## config.mk

```make
export PLATFORM = sky130hd
export DESIGN_NAME = modulador_fsk
export DESIGN_NICKNAME = d
export VERILOG_FILES = /design/src/rtl/modulador_pkg.sv /design/src/rtl/seno_lut.sv /design/src/rtl/modulador_fsk.sv
export SDC_FILE = /design/constraint.sdc
export NUM_CORES = 1
export LEC_CHECK = 0
export CAP_MARGIN = 20
export CORE_MARGIN = 8
export CORE_UTILIZATION = 54
export DETAILED_ROUTE_END_ITERATION = 16
export GPL_TIMING_DRIVEN = 0
export PLACE_DENSITY_LB_ADDON = 0.05
export SLEW_MARGIN = 25
export SYNTH_ARGS = -nofsm -noshare
export SYNTH_HDL_FRONTEND = slang
export SYNTH_SLANG_ARGS = --single-unit
```

## constraint.sdc

```tcl
create_clock -name clk -period 2.6 [get_ports clk]
set_clock_uncertainty 0.1 [all_clocks]
set_input_delay 0.65 -clock clk [delete_from_list [all_inputs] [get_ports clk]]
set_output_delay 0.65 -clock clk [all_outputs]
set_load 0.02 [all_outputs]
```

## src/rtl/modulador_pkg.sv

```systemverilog
// modulador_pkg: shared FSM state type and sine-table helper functions for the FSK modulator.
//   midscale(w)   : 2^(w-1), the zero level of an unsigned w-bit sample
//   full_scale(w) : 2^w-1, the upper clamp for a w-bit sample
//   sine_entry()  : one entry of the offset sine table, evaluated at elaboration
package modulador_pkg;

    typedef enum logic {IDLE, SEND} estado_t;

    localparam real PI = 3.14159265358979323846;

    function automatic int midscale(input int out_w);
        return 1 << (out_w - 1);
    endfunction

    function automatic int full_scale(input int out_w);
        return (1 << out_w) - 1;
    endfunction

    // Taylor series after folding the angle into [-pi, pi]; 12 terms keep the
    // error far below one LSB for any practical sample width.
    function automatic real sin_aprox(input real x);
        real y, y2, termo, soma;
        y = (x > PI) ? x - 2.0 * PI : x;
        y2 = y * y;
        termo = y;
        soma = y;
        for (int n = 1; n < 12; n++) begin
            termo = -termo * y2 / real'((2 * n) * (2 * n + 1));
            soma = soma + termo;
        end
        return soma;
    endfunction

    function automatic int sine_entry(input int k, input int out_w, input int lut_aw);
        real ang, v;
        int r;
        ang = 2.0 * PI * real'(k) / real'(1 << lut_aw);
        v = real'(midscale(out_w)) * (1.0 + sin_aprox(ang));
        r = $rtoi(v + 0.5);
        return (r < 0) ? 0 : (r > full_scale(out_w)) ? full_scale(out_w) : r;
    endfunction

endpackage

```

## src/rtl/seno_lut.sv

```systemverilog
// seno_lut: registered sine table built at elaboration.
//   clk, reset : clock and synchronous active-high reset (output returns to midscale)
//   en         : load a new sample this cycle, otherwise hold
//   addr       : table index (LUT_AW bits)
//   q          : unsigned offset-binary sample (OUT_W bits)
module seno_lut
    import modulador_pkg::*;
#(
    parameter int OUT_W  = 8,
    parameter int LUT_AW = 5
) (
    input  logic              clk,
    input  logic              reset,
    input  logic              en,
    input  logic [LUT_AW-1:0] addr,
    output logic [OUT_W-1:0]  q
);

    logic [OUT_W-1:0] tabela [2**LUT_AW];

    for (genvar k = 0; k < 2**LUT_AW; k++) begin : g_tab
        localparam int V = sine_entry(k, OUT_W, LUT_AW);
        assign tabela[k] = OUT_W'(V);
    end

    always_ff @(posedge clk) begin
        if (reset)
            q <= OUT_W'(midscale(OUT_W));
        else if (en)
            q <= tabela[addr];
    end

endmodule

```

## src/rtl/modulador_fsk.sv

```systemverilog
// modulador_fsk: continuous-phase binary FSK modulator with valid/ready bit input.
//   clk, reset             : clock and synchronous active-high reset
//   enable                 : advances phase, bit counter and output sample
//   dado, dado_valid       : bit to send and its offer strobe
//   dado_ready             : bit accepted when dado_valid & dado_ready
//   tw_mark, tw_space      : phase increments for bit 1 / bit 0 (mark also idles)
//   bit_period             : enabled clocks per bit (0 behaves as 1)
//   saida, saida_valid     : unsigned sine sample and its update strobe
//   busy                   : a bit is being sent
//   underrun               : one-cycle pulse when a bit ends with no successor
module modulador_fsk
    import modulador_pkg::*;
#(
    parameter int OUT_W   = 8,
    parameter int PHASE_W = 16,
    parameter int LUT_AW  = 5,
    parameter int PER_W   = 16
) (
    input  logic               clk,
    input  logic               reset,
    input  logic               enable,
    input  logic               dado,
    input  logic               dado_valid,
    output logic               dado_ready,
    input  logic [PHASE_W-1:0] tw_mark,
    input  logic [PHASE_W-1:0] tw_space,
    input  logic [PER_W-1:0]   bit_period,
    output logic [OUT_W-1:0]   saida,
    output logic               saida_valid,
    output logic               busy,
    output logic               underrun
);

    estado_t            estado;
    logic [PHASE_W-1:0] fase;
    logic [PHASE_W-1:0] tw_cur;
    logic [PER_W-1:0]   cont;
    logic [PER_W-1:0]   periodo;
    logic               ultimo;
    logic               transf;

    assign ultimo     = (estado == SEND) && (cont == periodo);
    assign dado_ready = !reset && enable && ((estado == IDLE) || ultimo);
    assign transf     = dado_ready && dado_valid;
    assign busy       = !reset && (estado == SEND);

    // The accumulator is never touched at bit boundaries: only the increment
    // changes, which keeps the output phase continuous.
    always_ff @(posedge clk) begin
        if (reset) begin
            fase        <= '0;
            tw_cur      <= '0;
            cont        <= '0;
            periodo     <= '0;
            estado      <= IDLE;
            saida_valid <= 1'b0;
            underrun    <= 1'b0;
        end else begin
            saida_valid <= enable;
            underrun    <= enable && ultimo && !transf;
            if (enable) begin
                fase <= fase + tw_cur;
                if (transf) begin
                    estado  <= SEND;
                    cont    <= PER_W'(1);
                    periodo <= (bit_period == '0) ? PER_W'(1) : bit_period;
                    tw_cur  <= dado ? tw_mark : tw_space;
                end else if ((estado == IDLE) || ultimo) begin
                    estado <= IDLE;
                    cont   <= '0;
                    tw_cur <= tw_mark;
                end else begin
                    cont <= cont + PER_W'(1);
                end
            end
        end
    end

    seno_lut #(
        .OUT_W (OUT_W),
        .LUT_AW(LUT_AW)
    ) u_lut (
        .clk  (clk),
        .reset(reset),
        .en   (enable),
        .addr (fase[PHASE_W-1 -: LUT_AW]),
        .q    (saida)
    );

endmodule

```

== Yosys cells after proc, flatten, opt, wreduce, memory -nomap -nowiden ==
Memory sizes are Yosys's and may differ from the RTL's. A register that Yosys moved wholly into a read port is not among the register bits.
Cells that the tools add are included.
Word-level totals
  bits in registers: 67
  bits of input ports: 53
  memories: 1
  bits in read-only memories: 256
  logic and storage cells: 35
  output and inout port bits: 12
Memories
  (name not given): depth 32, width 8, rd ports 1, clocked after Yosys merged registers in 1, write ports 0, line seno_lut.sv:30  | q <= tabela[addr];
Operators by class
  equality and inequality tests: 1
  bitwise gates (word level): 2
  mux-type cells: 8
  reduce and logical (&&, ||, !) cells: 14
  $add $sub $neg: 2
Operator list (count)
  16-bit two-way mux: 6
  16-bit by 1-bit adder with 16-bit output (second input constant): 1
  16-bit adder: 1
  16-bit equality test: 1
  16-bit zero test: 1
  1-bit logical AND: 7
  5-bit inverter with 6-bit output: 1
  2-bit AND reduction: 2
  1-bit zero test: 2
  1-bit two-way mux: 2
  2-bit nonzero test: 1
  1-bit logical OR: 1
  1-bit inverter: 1

== Depth between registers and ports, before layout ==
Gate-level depths: netlist (run 1).
  depth after elaboration: 7
  gate-level depth with buffers: 8
  depth with buffers taken out: 8

== Modules after synthesis ==
A second synthesis (run 1) with hierarchy kept.
Second synthesis, totals
  cells, all modules: 490
  area total of the unflattened synthesis: 4191.5 um2
By module, submodules not included
  modulador_fsk: seq. area each 1341.3 um2, cells each 408, instances 1, area each 3529.6 um2
  seno_lut: seq. area each 160.2 um2, cells each 82, instances 1, area each 661.9 um2

== Worst setup path before layout (run 1) ==
Ideal clock, no wire load.
  path kind: register to output
  from: register cont[8]
  to: output dado_ready
  path buffers: 1
  data required time: 1850 ps
  arrival: 1750 ps
  cell stages (with the launch flop): 7
  slack: 100 ps
  cell sequence: dfxtp_1 > xnor2_1 > nand4_1 > o41ai_4 > nand2_1 > buf_6 > inv_1
Between the ends
  longest elaborated chain between the ends: 4
Ends and longest elaborated chain
  start, declared: line modulador_fsk.sv:37  | logic [PER_W-1:0] cont;
  start signal, assigned: line modulador_fsk.sv:73  | cont <= cont + PER_W'(1);
  16-bit equality test: line modulador_fsk.sv:42  | assign ultimo = (estado == SEND) && (cont == periodo);
  1-bit logical AND: line modulador_fsk.sv:42
  1-bit logical OR: line modulador_fsk.sv:43  | assign dado_ready = !reset && enable && ((estado == IDLE) || ultimo);
  1-bit logical AND: line modulador_fsk.sv:43
  end, declared: line modulador_fsk.sv:24  | output logic dado_ready,
No other way between the ends.

== Worst setup path after layout (run 1) ==
  from: register cont[11]
  to: output dado_ready
The elaborated chain is that of the path after synthesis.

==> results of run 1 <==
## routing by layer
layer  part of all wire [%]  vias to the layer above  GRT usage, %
li1                       -                     1865             -
met5                      0                        -             0
met3                    5.5                       22          4.52
met1                     44                     1697          23.8
met4                    1.9                        0          6.34
met2                     49                      112          34.2
## state kept, by name (all words and copies together), names as in the netlist
name and count:
periodo 16, tw_cur 16, saida_valid 1, u_lut.q 8, fase 16, underrun 1
estado 1, cont 16
## cell usage after synthesis (2+ instances only)
cell type and n:
nand2b_1 2, a21oi_1 35, nor4_1 4, nor2b_1 3, o21ai_0 46, a211oi_1 6
mux2_2 2, nand2_1 50, xnor2_1 22, a31oi_1 3, or3_1 6, buf_6 2
xor2_1 12, clkbuf_1 11, o311ai_0 4, nand4_1 11, nand3_1 11, o2bb2ai_1 2
a21boi_0 2, o211ai_1 4, a21o_1 3, buf_1 4, mux2i_1 35, o21a_1 2
nor3_1 10, and3_1 6, inv_1 19, buf_2 2, dfxtp_1 75, ha_1 23
nor2_1 45
## logic make-up after synthesis
kind of cell,count (synthesis)
and+or+nand+nor,154
AOI/OAI and AO/OA,117
DFF,75
buffers and inverters,40
muxes,37
xor gates and xnor gates,34
adders and majority gates,24
## layout make-up
cell class / instances / area (um2) / area share [%]
plain buffers: 20 / 97.6 / 1.90
multi-input cells: 366 / 2450 / 47.6
flip-flops and latches: 75 / 1530 / 29.7
clock inverters: 3 / 25.0 / 0.486
repair buffers: 72 / 702 / 13.6
clock buffers: 12 / 145 / 2.82
well taps: 99 / 124 / 2.41
inverters: 19 / 71.3 / 1.39
## critical path, stage by stage (launching register included)
cell and delay (ns):
dfxtp_4 0.36, xnor2_2 0.15, nand4_1 0.20, o41ai_4 0.45, nand2_2 0.14, inv_2 0.07
buf_6 0.11
## power by group through the flow
stage	Clock, mW	Sequential, mW	Combinational, mW
final	0.797	1.26	0.557
after global routing	0.855	1.27	0.615
after CTS	0.803	1.26	0.553
after detailed placement	0	1.29	0.536
after global placement	0	1.29	0.521
after floorplan	0	1.29	0.332
## repair_timing
action / in CTS / in global routing
gates cloned: 0 / 0
gates resized for setup: 30 / 11
pin swaps: 6 / 4
buffers inserted: 6 / 2
endpoints found under the setup margin: 2 / 1
hold endpoints to repair: 0 / 0
## worst max-delay path by stage
stage             start          to  slack, ns  cells past startpoint
6_report       cont[11]  dado_ready       0.02                      6
5_1_grt        cont[11]  dado_ready      -0.07                      6
4_1_cts         cont[9]  dado_ready      -0.09                      7
3_5_place_dp     enable  dado_ready      -1.15                      7
3_3_place_gp     enable  dado_ready      -1.16                      7
2_1_floorplan   cont[8]  dado_ready       0.10                      6
==> results.json, run 1 <==
{
  "p_leak_nw": 2.10,
  "synth-xor-area-share_pct": 7.29,
  "synth_top_family_by_area": "simple AND/OR/NAND/NOR gates",
  "rr_startpoint": "fase[0]",
  "post-place-ws_ns": -1.15,
  "min_path_type": "flop to flop",
  "start_util_pct": 56.0,
  "synth_edf_count": 0,
  "cts_num_sinks": 75,
  "synth_cell_type_count": 50,
  "core_area_um2": 7290,
  "switchingPower_uw": 763,
  "finalCritPeriodShare_pct": 99.2,
  "min_from": "tw_cur[11]",
  "ioPinCount": 65,
  "swShare_pct": 29.1,
  "htree_levels": 3,
  "reg2regPathDepth": 8,
  "tightestPinTransition_ns": 0.787,
  "gp_congestion": 0.864,
  "cts_tree": "yes",
  "finalPower_mw": 2.62,
  "yosysSeqAreaShare_pct": 36.7,
  "n_antenna_cell": 0,
  "drv_slew": 0,
  "irDropWorstVdd_mv": 0.320,
  "grt_max_degree": 13,
  "synth-main-ff-cell": "dfxtp_1",
  "yosysTopAreaCell": "dfxtp_1",
  "min_period_ns": 2.58,
  "fin_area_um2": 5150,
  "cts_max_path_buffers": 2,
  "cp-start-kind": "flop",
  "fp-row-count": 31,
  "drc_errors": 0,
  "outcome": "complete, no violations",
  "required_ns": 1.85,
  "postSynthNetCount": 558,
  "synth_compound_area_share_pct": 17.4,
  "portBuffers": 64,
  "clk_pin_slew_ns": 0.08,
  "synth-adder-area-share_pct": 7.53,
  "critPathKind": "flop to output pin",
  "setup_tns_ns": 0,
  "final_cell_mix": "clkdlybuf4s50_1 (61), dfxtp_1 (58), nand2_1 (49)",
  "layout_setup_ws_ns": 0.0209,
  "syn_inst": 481,
  "hpwl_mm": 7.79,
  "die-area_um2": 10600,
  "rrSetupSlack_ns": 0.16,
  "whs_endpoint": "tw_cur[11]",
  "ant_nets": 0,
  "share_seq_of_total_power_pct": 48.3,
  "crit_fanout": 4,
  "clock_power_share_pct": 30.4,
  "synth_seq_cells": 75,
  "max-slew-margin-rel_pct": 47.5,
  "synthTopCellsByArea": "dfxtp_1 (37%), mux2i_1 (8.6%), ha_1 (7.0%)",
  "rsz0062_at_grt": "yes",
  "cp.arrival_ns": 1.83,
  "grt_pass1_wl_mm": 16.6,
  "whs_path_depth": 2,
  "r2r-end": "fase[14]",
  "max_freq_ghz": 0.388,
  "synth_warnings": 0,
  "routedWlPerCell_um": 15.3,
  "clk_latency_ns": 0.34,
  "grt-ovfl-total": 0,
  "routed_wl_mm": 10.2,
  "drt_iter0_drc": 165,
  "nNetsFinal": 640,
  "cts_root_buffer": "clkbuf_8",
  "grt.total_usage_pct": 19.9,
  "dpl_cell_area_um2": 4850,
  "p_int_mw": 1.85,
  "whs_ns": 0.374,
  "synthesis.area_um2": 4090,
  "synth_top_area_share_pct": 36.7,
  "synthSimpleGateAreaFrac_pct": 17.6,
  "cap_violations": 0,
  "fillers": 628,
  "share_comb_of_total_power_pct": 21.3,
  "die_h_um": 103,
  "p_per_area_nw_per_um2": 509,
  "async_flop_share_pct": 0,
  "cts_hold_buf": 0,
  "fin_util_pct": 70.6,
  "cp-end-kind": "output pin",
  "final_cells": 666,
  "syn_area_per_cell_um2": 8.50,
  "die_w_um": 103,
  "synthMuxAreaShare_pct": 9.12,
  "viasPerCell": 5.55,
  "grt_antenna_before_repair": 0,
  "grt_pass1_vias": 3632,
  "timing_hold_violations_final": 0,
  "dr.pass1.iters": 4,
  "vias": 3696,
  "cts_buffers": 9,
  "place_inst": 644,
  "setup_viol": 0,
  "layout-drive-gt1-share_pct": 10.9,
  "layout.cells.most_common": "clkdlybuf4s50_1",
  "area_growth_syn_to_layout_pct": 25.9
}
(Power assumes the default switching activity.)
==> run 2, diff against run 1 <==
Settings changed: CORE_UTILIZATION 54 to 56, CTS_BUF_LIST set to sky130_fd_sc_hd__clkbuf_2 sky130_fd_sc_hd__clkbuf_4 sky130_fd_sc_hd__clkbuf_8.
==> results.json, run 2 (synthesized netlist as in run 1, its figures left out) <==
{
  "outcome": "complete, but fails checks",
  "violations": "setup timing",
  "grt_pass1_vias": 3586,
  "rsz0062_at_grt": "yes",
  "nNetsFinal": 643,
  "cp-end-kind": "output pin",
  "htree_levels": 3,
  "timing_hold_violations_final": 0,
  "min_period_ns": 2.61,
  "layout_setup_ws_ns": -0.0141,
  "ant_nets": 0,
  "routed_wl_mm": 10.2,
  "finalCritPeriodShare_pct": 101,
  "grtUsageMet2_pct": 34.2,
  "grt_max_degree": 14,
  "core_area_um2": 7180,
  "p_per_area_nw_per_um2": 506,
  "fillers": 586,
  "crit_fanout": 3,
  "vias": 3863,
  "dr.pass1.iters": 5,
  "area_growth_syn_to_layout_pct": 26.7,
  "grt_pass1_wl_mm": 16.7,
  "clk_pin_slew_ns": 0.08,
  "portBuffers": 64,
  "final_cell_mix": "clkdlybuf4s50_1 (61), dfxtp_1 (55), nand2_1 (49)",
  "fp-row-count": 31,
  "multi_input_area_um2": 2460,
  "cap_violations": 0,
  "cts_buffers": 9,
  "grt_util_met1_pct": 25.0,
  "drc_errors": 0,
  "cts_root_buffer": "clkbuf_8",
  "fin_area_um2": 5180,
  "cts_tree": "yes",
  "cts_num_sinks": 75,
  "critPathKind": "flop to output pin",
  "cp.arrival_ns": 1.86,
  "drv_slew": 0,
  "n_antenna_cell": 0,
  "die_h_um": 101,
  "grt.total_usage_pct": 20.4,
  "tightestPinTransition_ns": 0.745,
  "grt_antenna_before_repair": 0,
  "max-slew-margin-rel_pct": 50.3,
  "grt-ovfl-total": 0,
  "required_ns": 1.85,
  "grt_most_used_layer": "met2",
  "min_path_type": "flop to flop",
  "start_util_pct": 56.9,
  "irDropWorstVdd_mv": 0.251,
  "dpl_cell_area_um2": 4850,
  "globalRouteMet3Util_pct": 3.51,
  "cp-start-kind": "flop",
  "die_w_um": 101,
  "cts_max_path_buffers": 2,
  "die-area_um2": 10300,
  "final_cells": 670,
  "hpwl_mm": 7.56,
  "layout.cells.most_common": "clkdlybuf4s50_1",
  "seqCellArea_um2": 1530,
  "gp_congestion": 0.850,
  "whs_ns": 0.366,
  "viasPerCell": 5.77,
  "p_leak_nw": 2.11,
  "ioPinCount": 65,
  "setup_viol": 1,
  "place_inst": 644,
  "finalPower_mw": 2.62,
  "drt_iter0_drc": 216,
  "clk_latency_ns": 0.36,
  "routedWlPerCell_um": 15.3,
  "max_freq_ghz": 0.383,
  "layout-drive-gt1-share_pct": 12.6
}
## run 2: cell types whose count changed in the layout (fill, tap and decap cells not counted), sizes merged
cell / previous run / this run
buf: 17 / 20
clkbuf: 23 / 20
clkinv: 2 / 3
clkinvlp: 1 / 4
## run 2: layer usage
metal  share of wire, %  up-vias
li1                   -     1872
met1                 43     1824
met2                 48      149
met3                6.6       18
met4                1.9        0
met5                  0        -
## run 2: worst paths after layout
path         startpoint         end  slack (ns)  depth (start not counted)
max reg2reg     fase[0]    fase[12]        0.16                          8
max             cont[5]  dado_ready       -0.01                          6
min           tw_cur[3]   tw_cur[3]        0.37                          2
min reg2reg   tw_cur[3]   tw_cur[3]        0.37                          2
## run 2: critical path, cell delays in order, from the launching register on
cell and delay (ns):
dfxtp_2 0.39, xnor2_1 0.13, nand4_1 0.20, o41ai_4 0.46
nand2_2 0.15, inv_2 0.07, buf_6 0.11
## run 2: metrics by stage
stage                     setup TNS [ns]  util (%)  setup WS (ns)
after floorplan                        0         -          0.100
after detailed placement           -8.27      67.6          -1.16
final                            -0.0141      72.1        -0.0141
after CTS                        -0.0887      71.5        -0.0887
after global placement             -6.93      67.6          -1.15
after global routing             -0.0631      72.1        -0.0631
## run 2: area by class of cell
type                    count  share of cell area (%)
multi-input cells         366                    47.5
well taps                  99                    2.39
clock inverters             7                   0.870
plain buffers              20                    1.89
clock buffers               9                    2.39
repair buffers             75                    14.0
flip-flops and latches     75                    29.6
inverters                  19                    1.38
## run 2: where the power goes
part | internal, mW | leakage, nW | switching (mW)
Sequential | 1.21 | 0.623 | 0.0508
Combinational | 0.274 | 1.41 | 0.289
Clock | 0.340 | 0.0770 | 0.452
Total | 1.83 | 2.11 | 0.792
## run 2: timing repair
| action | 4_1_cts | 5_1_grt |
|---|---|---|
| endpoints found under the setup margin | 2 | 1 |
| pin swaps | 6 | 5 |
| hold buffers | 0 | 0 |
| setup buffers | 8 | 3 |
| hold endpoints to repair | 0 | 0 |
| gates resized for setup | 32 | 12 |
